## config.mk

```make
export PLATFORM = sky130hd
export DESIGN_NAME = sc_micro_sequencer
export DESIGN_NICKNAME = d
export VERILOG_FILES = /design/src/rtl/sc_mseq_pkg.sv /design/src/rtl/sc_mseq_stack.sv /design/src/rtl/sc_micro_sequencer.sv
export SDC_FILE = /design/constraint.sdc
export NUM_CORES = 1
export LEC_CHECK = 0
export ABC_CLOCK_PERIOD_IN_PS = 2350
export BUFFER_PORTS_ARGS = -buffer_cell sky130_fd_sc_hd__clkbuf_2
export CORE_MARGIN = 3
export CORE_UTILIZATION = 45
export CTS_BUF_LIST = sky130_fd_sc_hd__clkbuf_4 sky130_fd_sc_hd__clkbuf_8 sky130_fd_sc_hd__clkbuf_16
export CTS_CLUSTER_DIAMETER = 120
export DETAILED_ROUTE_END_ITERATION = 10
export GPL_TIMING_DRIVEN = 0
export PLACE_DENSITY_LB_ADDON = 0.12
export SETUP_SLACK_MARGIN = 0.5
export SYNTH_ARGS = -nofsm -noshare
export SYNTH_HDL_FRONTEND = slang
export SYNTH_SLANG_ARGS = --single-unit
```

## constraint.sdc

```tcl
create_clock -name SC_MSEQ_CLOCK_50 -period 2.35 [get_ports SC_MSEQ_CLOCK_50]
set_input_delay 0.3525 -clock SC_MSEQ_CLOCK_50 [delete_from_list [all_inputs] [get_ports SC_MSEQ_CLOCK_50]]
set_output_delay 0.3525 -clock SC_MSEQ_CLOCK_50 [all_outputs]
set_load 0.02 [all_outputs]
```

## src/rtl/sc_mseq_pkg.sv

```systemverilog
// Shared definitions for the ARC microprogram sequencer: mode select encoding
// and the opcode format that selects the masked branch/sethi decode.
package sc_mseq_pkg;

  typedef enum logic [2:0] {
    MSEQ_NEXT   = 3'b000,
    MSEQ_JUMP   = 3'b001,
    MSEQ_DECODE = 3'b010,
    MSEQ_COND   = 3'b011,
    MSEQ_CALL   = 3'b100,
    MSEQ_RET    = 3'b101
  } mseq_mode_e;

  localparam logic [1:0] MSEQ_FMT_BRANCH = 2'b00;

endpackage

```

## src/rtl/sc_mseq_stack.sv

```systemverilog
// Return-address LIFO for the microprogram sequencer. Pointer runs 0..STACK_DEPTH;
// pushes at full and pops at empty are dropped and reported on one-cycle strobes.
module sc_mseq_stack #(
  parameter int unsigned STACK_DEPTH = 4,
  parameter int unsigned DATAWIDTH   = 11
) (
  input  logic                 clk,
  input  logic                 rstN,
  input  logic                 stallN,
  input  logic                 push,
  input  logic                 pop,
  input  logic [DATAWIDTH-1:0] data,
  output logic [DATAWIDTH-1:0] top,
  output logic                 empty,
  output logic                 full,
  output logic                 overflow,
  output logic                 underflow
);

  localparam int unsigned PW = $clog2(STACK_DEPTH + 1);
  localparam int unsigned AW = (STACK_DEPTH > 1) ? $clog2(STACK_DEPTH) : 1;

  logic [DATAWIDTH-1:0] mem [STACK_DEPTH];
  logic [PW-1:0]        ptr;
  logic [AW-1:0]        wrIdx;
  logic [AW-1:0]        topIdx;

  assign empty  = (ptr == '0);
  assign full   = (ptr == PW'(STACK_DEPTH));
  assign wrIdx  = AW'(ptr);
  assign topIdx = AW'(ptr - 1'b1);
  assign top    = mem[topIdx];

  assign overflow  = stallN & push & full;
  assign underflow = stallN & pop & empty;

  always_ff @(posedge clk) begin
    if (!rstN) begin
      ptr <= '0;
    end else if (stallN) begin
      if (push && !full) begin
        mem[wrIdx] <= data;
        ptr        <= ptr + 1'b1;
      end else if (pop && !empty) begin
        ptr <= ptr - 1'b1;
      end
    end
  end

endmodule

```

## src/rtl/sc_micro_sequencer.sv

```systemverilog
// Microprogram sequencer: owns the uPC and selects the next control-store address
// from increment, jump, conditional jump, opcode decode and call/return.
module sc_micro_sequencer
  import sc_mseq_pkg::*;
#(
  parameter int unsigned DATAWIDTH_ADDR   = 11,
  parameter int unsigned DATAWIDTH_DECODE = 8,
  parameter int unsigned DATAWIDTH_SEL    = 3,
  parameter int unsigned STACK_DEPTH      = 4
) (
  input  logic                        SC_MSEQ_CLOCK_50,
  input  logic                        SC_MSEQ_RESET_InLow,
  input  logic                        SC_MSEQ_Stall_InLow,
  input  logic [DATAWIDTH_SEL-1:0]    SC_MSEQ_Sel_InBUS,
  input  logic                        SC_MSEQ_Cond_In,
  input  logic [DATAWIDTH_ADDR-1:0]   SC_MSEQ_Jump_InBUS,
  input  logic [DATAWIDTH_DECODE-1:0] SC_MSEQ_Decode_InBUS,
  output logic [DATAWIDTH_ADDR-1:0]   SC_MSEQ_uPC_OutBUS,
  output logic [DATAWIDTH_ADDR-1:0]   SC_MSEQ_NextAddr_OutBUS,
  output logic                        SC_MSEQ_StackEmpty_Out,
  output logic                        SC_MSEQ_StackFull_Out,
  output logic                        SC_MSEQ_Error_Out
);

  mseq_mode_e                  mode;
  logic [DATAWIDTH_ADDR-1:0]   uPC;
  logic [DATAWIDTH_ADDR-1:0]   incAddr;
  logic [DATAWIDTH_ADDR-1:0]   decAddr;
  logic [DATAWIDTH_ADDR-1:0]   nextAddr;
  logic [DATAWIDTH_ADDR-1:0]   stackTop;
  logic                        stackEmpty;
  logic                        stackFull;
  logic                        overflow;
  logic                        underflow;
  logic                        errorReg;
  logic                        push;
  logic                        pop;

  assign mode    = mseq_mode_e'(SC_MSEQ_Sel_InBUS[2:0]);
  assign incAddr = uPC + 1'b1;
  assign push    = (mode == MSEQ_CALL);
  assign pop     = (mode == MSEQ_RET);

  // Branch/sethi opcodes share one microroutine per op2 group, so op3 low bits are masked.
  always_comb begin
    decAddr = '0;
    if (SC_MSEQ_Decode_InBUS[DATAWIDTH_DECODE-1 -: 2] == MSEQ_FMT_BRANCH)
      decAddr = {1'b1, SC_MSEQ_Decode_InBUS[DATAWIDTH_DECODE-1:3], 3'b000, 2'b00};
    else
      decAddr = {1'b1, SC_MSEQ_Decode_InBUS, 2'b00};
  end

  always_comb begin
    nextAddr = incAddr;
    case (mode)
      MSEQ_JUMP:   nextAddr = SC_MSEQ_Jump_InBUS;
      MSEQ_DECODE: nextAddr = decAddr;
      MSEQ_COND:   nextAddr = SC_MSEQ_Cond_In ? SC_MSEQ_Jump_InBUS : incAddr;
      MSEQ_CALL:   nextAddr = SC_MSEQ_Jump_InBUS;
      MSEQ_RET:    nextAddr = stackEmpty ? incAddr : stackTop;
      default:     nextAddr = incAddr;
    endcase
  end

  sc_mseq_stack #(
    .STACK_DEPTH (STACK_DEPTH),
    .DATAWIDTH   (DATAWIDTH_ADDR)
  ) uStack (
    .clk       (SC_MSEQ_CLOCK_50),
    .rstN      (SC_MSEQ_RESET_InLow),
    .stallN    (SC_MSEQ_Stall_InLow),
    .push      (push),
    .pop       (pop),
    .data      (incAddr),
    .top       (stackTop),
    .empty     (stackEmpty),
    .full      (stackFull),
    .overflow  (overflow),
    .underflow (underflow)
  );

  always_ff @(posedge SC_MSEQ_CLOCK_50) begin
    if (!SC_MSEQ_RESET_InLow) begin
      uPC      <= '0;
      errorReg <= 1'b0;
    end else if (SC_MSEQ_Stall_InLow) begin
      uPC <= nextAddr;
      if (overflow || underflow)
        errorReg <= 1'b1;
    end
  end

  assign SC_MSEQ_uPC_OutBUS      = uPC;
  assign SC_MSEQ_NextAddr_OutBUS = nextAddr;
  assign SC_MSEQ_StackEmpty_Out  = stackEmpty;
  assign SC_MSEQ_StackFull_Out   = stackFull;
  assign SC_MSEQ_Error_Out       = errorReg;

endmodule

```

==> flow_summary.yaml <==
floorplan:
  die_width_microns: 87.30
  die_area_sq_mm: 0.007620
  initial_core_util_pct: 48.23
  placementRows: 28
  core-area_sq_mm: 0.006166
  die_h_microns: 87.30
  ios: 51
synth:
  synth_compound_area_share_pct: 15.27
  synth.largest_area_cell: "edfxtp_1"
  synth-simple-area-share_pct: 9.634
  synth_edf_count: 44
  synth_adder_area_share_pct: 2.524
  synthArstFlopShare_pct: 0
  syn_area_per_cell_sq_um: 11.99
  post_synth_mux_area_share_pct: 9.928
  ys_seq_area_share_pct: 54.52
  ys.flop_type: "edfxtp_1"
  postSynthCellCount: 248
  synth_xor_area_share_pct: 3.828
  synth_top_area_share_pct: 44.43
  ys_types: 42
  syn_area_sq_mm: 0.002974
  ys_ff_latch: 59
  synth_top_family_by_area: "compound AO/OA/AOI/OAI gates"
  synth_nets: 280
  yosysMostFrequentCell: "edfxtp_1"
  yosysWarningCount: 0
  yosys-top-cells-area: "edfxtp_1 (44%), dfxtp_1 (10%), mux4_1 (6.2%)"
  synth_common_cells: "edfxtp_1 (44), o21ai_0 (22), nand2_1 (19)"
timing:
  hold_violations: 0
  fmax_mhz: 389.0
  setup_viol: 12
  fin_crit_sh_pct: 109.4
  layout_setup_ws_ns: -0.2206
  period_needed_ns: 2.571
  skew_ns: 0.01100
  relSlewSlack_pct: 64.11
  drv_slew: 0
  rsz0062_at_grt: "true"
  setup-tns-final_ns: -1.915
  worst_pin_slew_ns: 0.5355
cells_and_area:
  diodes: 0
  drive_above_1_share_pct: 43.20
  instances_no_fill: 413
  syn2layout_area_growth_pct: 33.87
  fin_nets: 365
drt:
  antenna_left: 0
  vias: 2426
  drt_iter0_markers: 168
  first_pass_iters: 5
  avgViaCountPerCell: 5.874
  drc_errors: 0
  drt-total-wl_mm: 7.816
  wire_per_inst_microns: 18.92
run:
  drv_cap: 0
clock_network:
  clockBufferDepth: 2
  clock-sinks: 59
  clk_pin_slew_ns: 0.07
  clk_latency_ns: 0.34
  cts_buffers: 9
  cts-root-buf: "clkbuf_8"
  postCtsHoldBufs: 0
  htree_num_levels: 3
  cts_tree: "built"
setup_path:
  reg2reg_from: "uStack.ptr[0]"
  startpoint: "uStack.ptr[0]"
  worstSetupPathType: "register to output pin"
  arrival_ns: 2.22
  start_kind: "register"
  r2r_setup_slack_ns: -0.12
  crit_slowest_cell: "a222oi_1"
  r2r_cells: 13
  r2r-end: "SC_MSEQ_uPC_OutBUS[9]"
  critPathCapture: "SC_MSEQ_NextAddr_OutBUS[5]"
  critPathMaxStageDelay_ns: 0.40
  cp-end-kind: "output pin"
  critPathRequiredTime_ns: 2.00
  critPathMaxFanout: 6
  crit_chain: "buf_12 > inv_8 > ha_4 > clkbuf_16 > mux4_2 > a222oi_1 > nand2_1 > buf_6"
grt:
  grt_max_degree: 13
  grt_pass1_wl_mm: 11.86
  antenna_found_initial: 0
  grt_overflow: 0
  grt_usage_pct: 21.07
  grt_pass1_vias: 2230
place:
  port_buffers: 49
  gp_congestion: 0.9111
  post-place-ws_ns: -0.09850
  placed_cells: 372
  hpwl_mm: 5.250
outcome:
  violations: "negative setup slack"
  outcome: "finished with violations"
power_and_ir_drop:
  power_density_mw_per_mm2: 639.6
  p_leak_uw: 0.001587
  total_power_uw: 2546
  vdd_ir_drop_max_mv: 0.4544
hold_path:
  hold_class: "primary input to register"
==> final cells by class <==
cell class                 count  area [sq um]
fill                         494          2185
timing repair buffer          70         464.2
buffer                        13         96.34
clock buffer                   9         123.9
clock inverter                 7         76.32
tap                           75         93.84
sequential                    59          1628
inverter                      17         71.32
multi-input combinational    163          1428
==> placed cells by master, fill, tap and decap left out, drive strengths merged, types with 6 or more instances in the layout <==
cell type and n:
a21oi 17, a31oi 10, and2 12, buf 35, clkbuf 57, dfxtp 15, edfxtp 44, ha 6
inv 19, mux4 11, nand2 19, nand3 8, nor2 6, o21ai 25, xor2 8
==> how the worst min path moves through the flow <==
stage	from	to	slack (ns)	depth (start not counted)
after CTS	SC_MSEQ_Jump_InBUS[0]	SC_MSEQ_uPC_OutBUS[0]	0.32	3
after detailed placement	SC_MSEQ_Error_Out	SC_MSEQ_Error_Out	0.46	1
final	SC_MSEQ_Jump_InBUS[0]	SC_MSEQ_uPC_OutBUS[0]	0.33	3
after global placement	SC_MSEQ_Error_Out	SC_MSEQ_Error_Out	0.45	1
after floorplan	uStack.ptr[1]	uStack.ptr[1]	0.49	2
after global routing	SC_MSEQ_Decode_InBUS[1]	SC_MSEQ_uPC_OutBUS[3]	0.34	3
==> registers in the layout (all words and copies together), names as in the netlist <==
signal and cells:
uStack.ptr 3, uStack.mem 44, SC_MSEQ_uPC_OutBUS 11, SC_MSEQ_Error_Out 1
==> through the flow <==
step | hold WS (ns) | utilization (%) | cell area, sq um
floorplan | 0.4887 | - | 3057
global placement | 0.4484 | 55.07 | 3396
detailed placement | 0.4606 | 55.07 | 3396
CTS | 0.3249 | 62.01 | 3824
global route | 0.3406 | 64.57 | 3981
finish | 0.3336 | 64.57 | 3981
==> cells by family after synthesis <==
logic type	count (synthesis)
buffers and inverters	30
and+or+nand+nor	56
AOI/OAI and AO/OA	71
adders and majority gates	6
xor gates and xnor gates	13
muxes	13
DFF	59
==> worst max-delay path, delay by kind of cell (launching register included) <==
family | cells | cell delay [ns]
compound gates | 1 | 0.40
fa+ha+maj | 1 | 0.27
buf+inv | 4 | 0.44
flops | 1 | 0.36
mux | 1 | 0.28
simple gates | 1 | 0.14
==> power by group <==
group	total [uW]	internal (uW)	switching (uW)
registers	1170	1150	24.8
logic	442	193	250
clock network	933	496	437
total	2550	1830	711
==> what timing repair did <==
action	4_1_cts	5_1_grt
buffers inserted	14	7
gates cloned	0	4
endpoints found under the setup margin	66	64
pin swaps	7	16
gates resized for setup	25	29
==> layer usage <==
layer | global-route usage [%] | wire length (microns) | up-vias
li1 | - | - | 1114
met1 | 30.49 | 3519 | 1202
met2 | 30.00 | 3570 | 95
met3 | 5.866 | 569 | 15
met4 | 8.089 | 157 | 0
met5 | 0 | 0 | -
Power figures use the tool's default switching activity.
